===== config.mk =====
export PLATFORM = sky130hd
export DESIGN_NAME = alu_port_arbiter
export DESIGN_NICKNAME = d
export VERILOG_FILES = /design/src/rtl/alu_arb_pkg.sv /design/src/rtl/alu_rsp_slot.sv /design/src/rtl/alu_port_arbiter.sv
export SDC_FILE = /design/constraint.sdc
export NUM_CORES = 1
export LEC_CHECK = 0
export BUFFER_PORTS_ARGS = -buffer_cell sky130_fd_sc_hd__buf_2
export CAP_MARGIN = 10
export CORE_UTILIZATION = 42
export CTS_CLUSTER_SIZE = 25
export DETAILED_ROUTE_END_ITERATION = 8
export PLACE_DENSITY = 0.94
export SLEW_MARGIN = 5
export SYNTH_ARGS = -nofsm -noshare
export SYNTH_HDL_FRONTEND = slang
export SYNTH_HIERARCHICAL = 1
export SYNTH_SLANG_ARGS = --single-unit

===== constraint.sdc =====
create_clock -name clk -period 3.4 [get_ports clk]
set_input_delay 0.17 -clock clk [delete_from_list [all_inputs] [get_ports clk]]
set_output_delay 0.17 -clock clk [all_outputs]
set_load 0.05 [all_outputs]

===== src/rtl/alu_arb_pkg.sv =====
// Shared definitions for the two-port ALU arbiter: opcodes, widths, port indices
// and the request payload carried onto the ALU operand bus.
package alu_arb_pkg;

  localparam int unsigned WIDTH  = 16;
  localparam int unsigned OP_W   = 4;
  localparam int unsigned CNT_W  = 4;
  localparam int unsigned N_PORT = 2;

  localparam int unsigned P0 = 0;
  localparam int unsigned P1 = 1;

  typedef enum logic [OP_W-1:0] {
    OP_ADD    = 4'b0000,
    OP_SUB    = 4'b0001,
    OP_XOR    = 4'b0010,
    OP_RED    = 4'b0011,
    OP_SLL    = 4'b0100,
    OP_SRA    = 4'b0101,
    OP_ROR    = 4'b0110,
    OP_PADDSB = 4'b0111,
    OP_IDLE   = 4'b1111
  } alu_op_e;

  typedef struct packed {
    logic [OP_W-1:0]  opcode;
    logic [WIDTH-1:0] a;
    logic [WIDTH-1:0] b;
  } alu_req_t;

  // Bus value presented to the ALU when nothing is granted.
  function automatic alu_req_t idle_req();
    alu_req_t r;
    r.opcode = OP_IDLE;
    r.a      = '0;
    r.b      = '0;
    return r;
  endfunction

endpackage


===== src/rtl/alu_rsp_slot.sv =====
// One-entry response holding register. A fill always wins over a drain, so a
// port can hand off and refill in the same cycle without dropping rsp_valid.
module alu_rsp_slot
  import alu_arb_pkg::*;
(
  input  logic             clk,
  input  logic             rst,
  input  logic             fill_i,
  input  logic [WIDTH-1:0] fill_data_i,
  input  logic             rsp_ready_i,
  output logic             rsp_valid_o,
  output logic [WIDTH-1:0] rsp_data_o,
  output logic             can_accept_c_o
);

  logic             valid_q, valid_d;
  logic [WIDTH-1:0] data_q, data_d;

  always_comb begin
    valid_d = valid_q;
    data_d  = data_q;
    if (fill_i) begin
      valid_d = 1'b1;
      data_d  = fill_data_i;
    end else if (valid_q && rsp_ready_i) begin
      valid_d = 1'b0;
    end
  end

  always_ff @(posedge clk or negedge rst) begin
    if (!rst) begin
      valid_q <= 1'b0;
      data_q  <= '0;
    end else begin
      valid_q <= valid_d;
      data_q  <= data_d;
    end
  end

  assign rsp_valid_o    = valid_q;
  assign rsp_data_o     = data_q;
  assign can_accept_c_o = !valid_q || rsp_ready_i;

endmodule


===== src/rtl/alu_port_arbiter.sv =====
// Shares one single-cycle ALU between the execute stage (port 0) and an
// auxiliary requester (port 1) with bounded starvation for port 1.
module alu_port_arbiter
  import alu_arb_pkg::*;
#(
  parameter int unsigned P1_MAX_WAIT = 4
) (
  input  logic             clk,
  input  logic             rst,

  input  logic             p0_req_valid,
  output logic             p0_req_ready,
  input  logic [OP_W-1:0]  p0_opcode,
  input  logic [WIDTH-1:0] p0_a,
  input  logic [WIDTH-1:0] p0_b,
  output logic             p0_rsp_valid,
  input  logic             p0_rsp_ready,
  output logic [WIDTH-1:0] p0_rsp_data,

  input  logic             p1_req_valid,
  output logic             p1_req_ready,
  input  logic [OP_W-1:0]  p1_opcode,
  input  logic [WIDTH-1:0] p1_a,
  input  logic [WIDTH-1:0] p1_b,
  output logic             p1_rsp_valid,
  input  logic             p1_rsp_ready,
  output logic [WIDTH-1:0] p1_rsp_data,

  output logic [OP_W-1:0]  alu_opcode,
  output logic [WIDTH-1:0] alu_in1,
  output logic [WIDTH-1:0] alu_in2,
  input  logic [WIDTH-1:0] alu_result,
  output logic             alu_flag_en
);

  localparam logic [CNT_W-1:0] MAX_WAIT = CNT_W'(P1_MAX_WAIT);

  logic [N_PORT-1:0] can_accept;
  logic [N_PORT-1:0] elig;
  logic [N_PORT-1:0] grant;
  logic              force_p1;
  logic [CNT_W-1:0]  wait_cnt_q, wait_cnt_d;
  alu_req_t          req0, req1, alu_req;

  assign req0 = '{opcode: p0_opcode, a: p0_a, b: p0_b};
  assign req1 = '{opcode: p1_opcode, a: p1_a, b: p1_b};

  // Nothing is eligible while reset is held, so ready stays low asynchronously.
  always_comb begin
    elig       = '0;
    grant      = '0;
    elig[P0]   = rst && p0_req_valid && can_accept[P0];
    elig[P1]   = rst && p1_req_valid && can_accept[P1];
    force_p1   = (wait_cnt_q == MAX_WAIT);
    grant[P1]  = elig[P1] && (!elig[P0] || force_p1);
    grant[P0]  = elig[P0] && !grant[P1];
  end

  // Counts consecutive conflict cycles that port 1 has lost.
  always_comb begin
    wait_cnt_d = wait_cnt_q;
    if (!elig[P1] || grant[P1]) begin
      wait_cnt_d = '0;
    end else if (grant[P0] && (wait_cnt_q != MAX_WAIT)) begin
      wait_cnt_d = wait_cnt_q + CNT_W'(1);
    end
  end

  always_ff @(posedge clk or negedge rst) begin
    if (!rst) begin
      wait_cnt_q <= '0;
    end else begin
      wait_cnt_q <= wait_cnt_d;
    end
  end

  // The ALU is combinational, so its bus follows the grant in the same cycle.
  always_comb begin
    alu_req = idle_req();
    if (grant[P0]) begin
      alu_req = req0;
    end else if (grant[P1]) begin
      alu_req = req1;
    end
  end

  assign alu_opcode   = alu_req.opcode;
  assign alu_in1      = alu_req.a;
  assign alu_in2      = alu_req.b;
  assign alu_flag_en  = grant[P0];
  assign p0_req_ready = grant[P0];
  assign p1_req_ready = grant[P1];

  alu_rsp_slot u_slot0 (
    .clk            (clk),
    .rst            (rst),
    .fill_i         (grant[P0]),
    .fill_data_i    (alu_result),
    .rsp_ready_i    (p0_rsp_ready),
    .rsp_valid_o    (p0_rsp_valid),
    .rsp_data_o     (p0_rsp_data),
    .can_accept_c_o (can_accept[P0])
  );

  alu_rsp_slot u_slot1 (
    .clk            (clk),
    .rst            (rst),
    .fill_i         (grant[P1]),
    .fill_data_i    (alu_result),
    .rsp_ready_i    (p1_rsp_ready),
    .rsp_valid_o    (p1_rsp_valid),
    .rsp_data_o     (p1_rsp_data),
    .can_accept_c_o (can_accept[P1])
  );

endmodule


==> reports/qor.yml, run 1 <==
route:
  viasPerCell: 5.141
  vias: 1861
  drtAntennaViolNets: 0
  drt_iter0_markers: 85
  routedWlPerCell_microns: 16.92
  drt_pass1_iterations: 6
  drc: 13
  totalWireLength_microns: 6125
sta:
  rsz0062_at_grt: "no"
  worst_pin_slew_ns: 0.5713
  final.min_clock_period_ns: 2.762
  tns_ns: 0
  hold_slack_ns: 0.1340
  setup_viol: 0
  fin_skew_ns: 0.006913
  hold_viol: 0
  maxSlewViolCount: 0
  clock.fmax_ghz: 0.3621
  period_share_pct: 81.23
  relSlewSlack_pct: 61.91
floorplanning:
  fp-row-count: 24
  fp.coreArea_sq_um: 4474
  fp.dieH_microns: 71.13
  pin_count: 167
  initial_core_util_pct: 44.85
  die_area_sq_um: 5059
  die_x_microns: 71.13
grt:
  grt_antenna_before_repair: 3
  first_global_vias: 1809
  grt_max_degree: 51
  use_met2_pct: 43.16
  grt_busiest_layer: "met2"
  grt_use_met1_pct: 27.05
  grt.total_usage_pct: 23.58
  global_route.overflow_total: 0
  grt_pass1_wl_microns: 8963
  grtUsageMet3_pct: 5.840
hold_path:
  hold_path.class: "input port to flip-flop"
  whs_endpoint: "u_slot1/rsp_data_o[12]$_DFFE_PN0P_"
  min-delay-start: "alu_result[12]"
  min_delay_path_depth: 2
clock_tree:
  cts-root-buf: "clkbuf_8"
  post_cts_resize_count: 0
  postCtsSetupBuffers: 0
  clock_latency_ns: 0.28
  htree_levels: 2
  cts_sinks: 38
  cts-buffers-inserted: 5
  path_clk_slew_ns: 0.07
  cts_tree: "built"
  cts_buffer_depth: 2
placement:
  dp_cells: 353
  dp_hpwl_microns: 4816
  gp_congestion: 0.7736
  numPortBuffers: 166
synthesis:
  postSynthCellCount: 144
  yosysTopAreaCellShare_pct: 47.38
  synth_cell_type_count: 24
  netlist_area_sq_um: 2007
  ys_async_sr_fraction_pct: 100.0
  yosysTopAreaCell: "dfrtp_1"
  synth_area_leaders: "dfrtp_1 (47%), a22o_1 (14%), mux2_4 (13%)"
  synth_edf_count: 0
  synth_seq_cells: 38
  yosysSeqAreaShare_pct: 47.38
  synth_nets: 240
  yosysWarnings: 6
  syn_avg_cell_area_sq_um: 13.94
  synth_flop_cell: "dfrtp_1"
pwr:
  ir_worst_vdd_v: 0.0004988
  p_leak_nw: 1.593
  powerDensity_nw_per_um2: 563.4
critical_path:
  path_max_fanout: 32
  ff2ff_setup_slack_ns: 1.24
  cpMostUsedCell: "buf_2"
  endpoint_kind: "output port"
  cpLargestDelayFamily: "buffers and inverters"
  r2r.worst_path.cells: 7
  crit_path_cell_trace: "dlygate4sd3_1 -> buf_2 -> and3_1 -> o21ai_4 -> inv_2 -> buf_4 -> a22o_1 -> buf_2"
  start_kind: "input port"
  cp_slowest_cell: "dlygate4sd3_1"
  critical_path_buf_inv_count: 5
  timing.rr.end: "u_slot0/rsp_data_o[11]$_DFFE_PN0P_"
  r2r-start: "wait_cnt_q[0]$_DFFE_PN0P_"
  criticalPathCategory: "input port to output port"
  arrival_ns: 2.59
  cpPeakStageDelay_ns: 0.52
  crit_required_ns: 3.23
layout:
  final_cells: 362
  seqCellArea_sq_um: 950.9
  layout-drive-gt1-share_pct: 68.61
  final_nets: 405
  mostFrequentLayoutCells: "buf_2 (166), dfrtp_1 (38), a22o_1 (32), mux2_4 (18), mux2_2 (14)"
  layout_commonest_cell: "buf_2"
  fin_util_pct: 64.60
  fillers: 359
  syn_to_final_growth_pct: 44.01
  multi_input_area_sq_um: 915.9
run_status:
  outcome: "complete, but fails checks"
  violations: "DRC"
flow_run:
  maxCapViolCount: 0
cell type report:
class	count	share of cell area, %
diodes	1	0.08658
clock buffers	5	2.381
clock inverters	2	0.3463
inverters	5	0.7359
multi-input cells	90	31.69
flip-flops and latches	38	32.90
well taps	52	2.251
repair buffers	169	29.61
how the worst max path moves through the flow:
stage | from | end | slack [ns] | cells past startpoint
6_report | rst | alu_in1[15] | 0.64 | 8
5_1_grt | rst | alu_in1[15] | 0.47 | 8
4_1_cts | rst | alu_in1[12] | 0.62 | 8
3_5_place_dp | wait_cnt_q[0]$_DFFE_PN0P_ | alu_in1[12] | 1.12 | 8
3_3_place_gp | wait_cnt_q[0]$_DFFE_PN0P_ | alu_in1[9] | 1.26 | 8
2_1_floorplan | u_slot0/rsp_valid_o$_DFFE_PN0P_ | u_slot0/rsp_data_o[10]$_DFFE_PN0P_ | 1.19 | 8
registers in the layout, summed over array words and instances, names as in the netlist:
name                 count
u_slot1/rsp_data_o      16
wait_cnt_q               4
u_slot1/rsp_valid_o      1
u_slot0/rsp_valid_o      1
u_slot0/rsp_data_o      16
Yosys cell counts (2+ instances only):
master	instances
o21ai_4	2
nand2b_1	4
buf_6	5
and3_1	2
o22a_1	4
dfrtp_1	38
ha_1	2
mux2_4	18
inv_1	3
buf_2	3
a22o_1	32
nand3_1	2
mux2_2	14
buf_12	2
nor3_1	4
layer usage:
| layer | vias to the layer above | part of all wire (%) | wire [microns] |
|---|---|---|---|
| met5 | - | 0.56 | 34 |
| met3 | 13 | 6.4 | 390 |
| li1 | 867 | - | - |
| met2 | 95 | 53 | 3239 |
| met4 | 4 | 1.6 | 99 |
| met1 | 882 | 39 | 2361 |
where the power goes:
| part | total (mW) | switching [mW] | internal, mW |
|---|---|---|---|
| registers | 0.575 | 0.0437 | 0.531 |
| logic | 0.770 | 0.541 | 0.229 |
| clock network | 0.284 | 0.147 | 0.137 |
cell families (layout without fill, tap and decap cells):
logic type / Yosys count / after routing / share of synthesized area, %
XOR/XNOR: 2 / 2 / 0.8730
adder cells (fa/ha/maj): 2 / 2 / 1.247
multiplexers: 32 / 32 / 21.32
flip-flops: 38 / 38 / 47.38
other: 0 / 1 / 0
AND/OR/NAND/NOR: 16 / 16 / 4.863
buffers and inverters: 16 / 181 / 6.982
AO/OA/AOI/OAI: 38 / 38 / 17.33
timing repair:
| item | 4_1_cts | 5_1_grt |
|---|---|---|
| endpoints found under the hold margin | 8 | 0 |
| endpoints found under the setup margin | 0 | 0 |
| hold buffers | 1 | 0 |
per-stage QoR:
step	power (mW)	worst slack, ns	instance area, sq um
after global routing	1.695	0.4691	2890
after global placement	1.336	1.260	2799
final	1.629	0.6382	2890
after floorplan	1.157	1.193	2007
after CTS	1.642	0.6221	2888
after detailed placement	1.351	1.123	2799
Power figures use the tool's default switching activity.
==> inputs of run 2 (changes only) <==
--- a/config.mk
+++ b/config.mk
@@ -7,10 +7,10 @@
 export LEC_CHECK = 0
 export BUFFER_PORTS_ARGS = -buffer_cell sky130_fd_sc_hd__buf_2
 export CAP_MARGIN = 10
-export CORE_UTILIZATION = 42
+export CORE_UTILIZATION = 39
 export CTS_CLUSTER_SIZE = 25
 export DETAILED_ROUTE_END_ITERATION = 8
-export PLACE_DENSITY = 0.94
+export PLACE_DENSITY = 0.89
 export SLEW_MARGIN = 5
 export SYNTH_ARGS = -nofsm -noshare
 export SYNTH_HDL_FRONTEND = slang
==> constraint.sdc (replaced) <==
create_clock -name clk -period 2.9 [get_ports clk]
set_input_delay 0.145 -clock clk [delete_from_list [all_inputs] [get_ports clk]]
set_output_delay 0.145 -clock clk [all_outputs]
set_load 0.05 [all_outputs]
==> run 2 against run 1 <==
  * Total power grew 19%
  * Clock skew decreased by 0.0015 ns
  * Critical endpoint is now alu_in1[7]
  * Largest cell class unchanged
  * Die area increased by 7.5%
  * Routed wire length is 11% lower
  * Critical path type is now flip-flop to output port
  * The run now ends clean
  * Cell count up 4.1%
  * Global-route usage down 4.1 points
  * Worst hold slack worse by 0.13 ns
  * Clock power increased by 30%
  * First-iteration DRC count decreased by 79%
==> reports/qor.yml, run 2 (synthesis gave the netlist of run 1 again) <==
pwr:
  pwr-share-comb_pct: 46.2
  clockPowerShare_pct: 19.0
  power_frac_seq_pct: 34.8
  p_int_mw: 1.082
  ir_worst_vdd_v: 0.0005253
  netSwitchingFraction_pct: 44.05
  p_leak_nw: 1.599
  switchingPower_uw: 852.2
  powerDensity_nw_per_um2: 663.3
flow_run:
  maxCapViolCount: 0
layout:
  layout-drive-gt1-share_pct: 68.71
  final_cells: 377
  syn_to_final_growth_pct: 45.32
  postLayoutCellArea_sq_um: 2917
  fillers: 418
  layout_commonest_cell: "buf_2"
  mostFrequentLayoutCells: "buf_2 (166), dfrtp_1 (38), a22o_1 (32), mux2_4 (18), mux2_2 (14)"
  antenna_cells: 0
  final_nets: 405
floorplanning:
  pin_count: 167
  fp.coreArea_sq_um: 4848
  die_x_microns: 73.74
  fp.dieH_microns: 73.74
  fp-row-count: 25
  die_area_sq_um: 5437
  initial_core_util_pct: 41.39
placement:
  pre_cts_slack_ns: 0.8018
  placed_cell_area_sq_um: 2825
  numPortBuffers: 166
  gp_congestion: 0.6946
  dp_hpwl_microns: 4368
  dp_cells: 369
sta:
  maxSlewViolCount: 0
  setup_viol: 0
  clock.fmax_ghz: 0.4189
  final.min_clock_period_ns: 2.387
  worst_pin_slew_ns: 0.5658
  hold_viol: 0
  rsz0062_at_grt: "no"
  tns_ns: 0
  relSlewSlack_pct: 62.28
  period_share_pct: 82.32
  hold_slack_ns: 0.003140
  fin_skew_ns: 0.005411
  fin_ws_ns: 0.5128
route:
  drt_pass1_iterations: 3
  viasPerCell: 4.706
  routedWlPerCell_microns: 14.44
  vias: 1774
  drtAntennaViolNets: 0
  totalWireLength_microns: 5444
  drc: 0
  drt_iter0_markers: 18
critical_path:
  r2r.worst_path.cells: 6
  r2r-start: "wait_cnt_q[0]$_DFFE_PN0P_"
  cp_slowest_cell: "dfrtp_1"
  timing.rr.end: "u_slot1/rsp_data_o[15]$_DFFE_PN0P_"
  endpoint_kind: "output port"
  crit_required_ns: 2.76
  criticalPathCategory: "flip-flop to output port"
  arrival_ns: 2.24
  start_kind: "flip-flop"
  path_max_fanout: 50
  crit_path_cell_trace: "inv_1 -> ha_1 -> and3b_1 -> o21ai_4 -> inv_4 -> a22o_1 -> buf_2"
  cpPeakStageDelay_ns: 0.42
  ff2ff_setup_slack_ns: 1.00
clock_tree:
  postCtsSetupBuffers: 0
  cts-root-buf: "clkbuf_8"
  post_cts_resize_count: 0
  cts_sinks: 38
  cts_tree: "built"
  cts_buffer_depth: 2
  htree_levels: 2
  ctsHoldBuffers: 0
  path_clk_slew_ns: 0.07
  cts-buffers-inserted: 5
  clock_latency_ns: 0.28
hold_path:
  hold_path.class: "input port to async pin"
grt:
  grt_max_degree: 51
  grt_pass1_wl_microns: 7900
  grt.total_usage_pct: 19.52
  global_route.overflow_total: 0
  first_global_vias: 1689
  grt_antenna_before_repair: 0
run_status:
  outcome: "finished, final reports clean"
==> run 2: changes by cell type in the layout (fill, tap and decap cells not counted), sizes merged <==
| cell | delta |
|---|---|
| diode | -1 |
| dlygate4sd3 | -1 |
| clkinv | -1 |
| buf | +1 |
| clkbuf | +2 |
==> run 2: worst max-delay path by stage <==
stage	from	to	slack, ns	cells after the start
2_1_floorplan	u_slot0/rsp_valid_o$_DFFE_PN0P_	u_slot0/rsp_data_o[10]$_DFFE_PN0P_	0.69	8
3_3_place_gp	wait_cnt_q[0]$_DFFE_PN0P_	alu_in1[7]	0.83	7
3_5_place_dp	wait_cnt_q[0]$_DFFE_PN0P_	alu_in1[7]	0.80	7
4_1_cts	wait_cnt_q[0]$_DFFE_PN0P_	alu_in1[7]	0.48	7
5_1_grt	wait_cnt_q[0]$_DFFE_PN0P_	alu_in1[7]	0.38	7
6_report	wait_cnt_q[0]$_DFFE_PN0P_	alu_in1[7]	0.51	7
==> run 2: cell type report <==
type	instances	area (sq um)	share of cell area (%)
Clock buffer	7	86.33	2.960
Clock inverter	1	5.005	0.1716
Inverter	5	21.27	0.7293
Multi-Input combinational cell	90	915.9	31.40
Sequential cell	38	950.9	32.60
Tap cell	67	83.83	2.874
Timing Repair Buffer	169	853.3	29.26
==> run 2: critical path: cells and delay by family, from the launching register on <==
| kind | cells | cell delay, ns |
|---|---|---|
| fa+ha+maj | 1 | 0.15 |
| buf+inv | 3 | 0.77 |
| compound gates | 2 | 0.39 |
| flops | 1 | 0.42 |
| simple gates | 1 | 0.21 |
==> run 2: metal layers <==
layer | global-route usage [%] | part of all wire (%)
met3 | 4.252 | 7.2
met1 | 22.54 | 39
met2 | 34.86 | 52
met4 | 7.906 | 1.9
met5 | 0 | 0
==> run 2: power groups by stage <==
stage,sequential (mW),combinational [mW],clock (mW)
after detailed placement,0.678,0.902,0
after global routing,0.685,0.935,0.404
after floorplan,1.01,0.348,0
final,0.672,0.895,0.368
after CTS,0.674,0.901,0.377
after global placement,0.678,0.889,0
==> run 2: through the flow <==
step / power [mW] / util (%)
after floorplan: 1.356 / -
after global placement: 1.567 / 58.27
after detailed placement: 1.580 / 58.27
after CTS: 1.952 / 60.15
after global routing: 2.024 / 60.15
final: 1.935 / 60.15
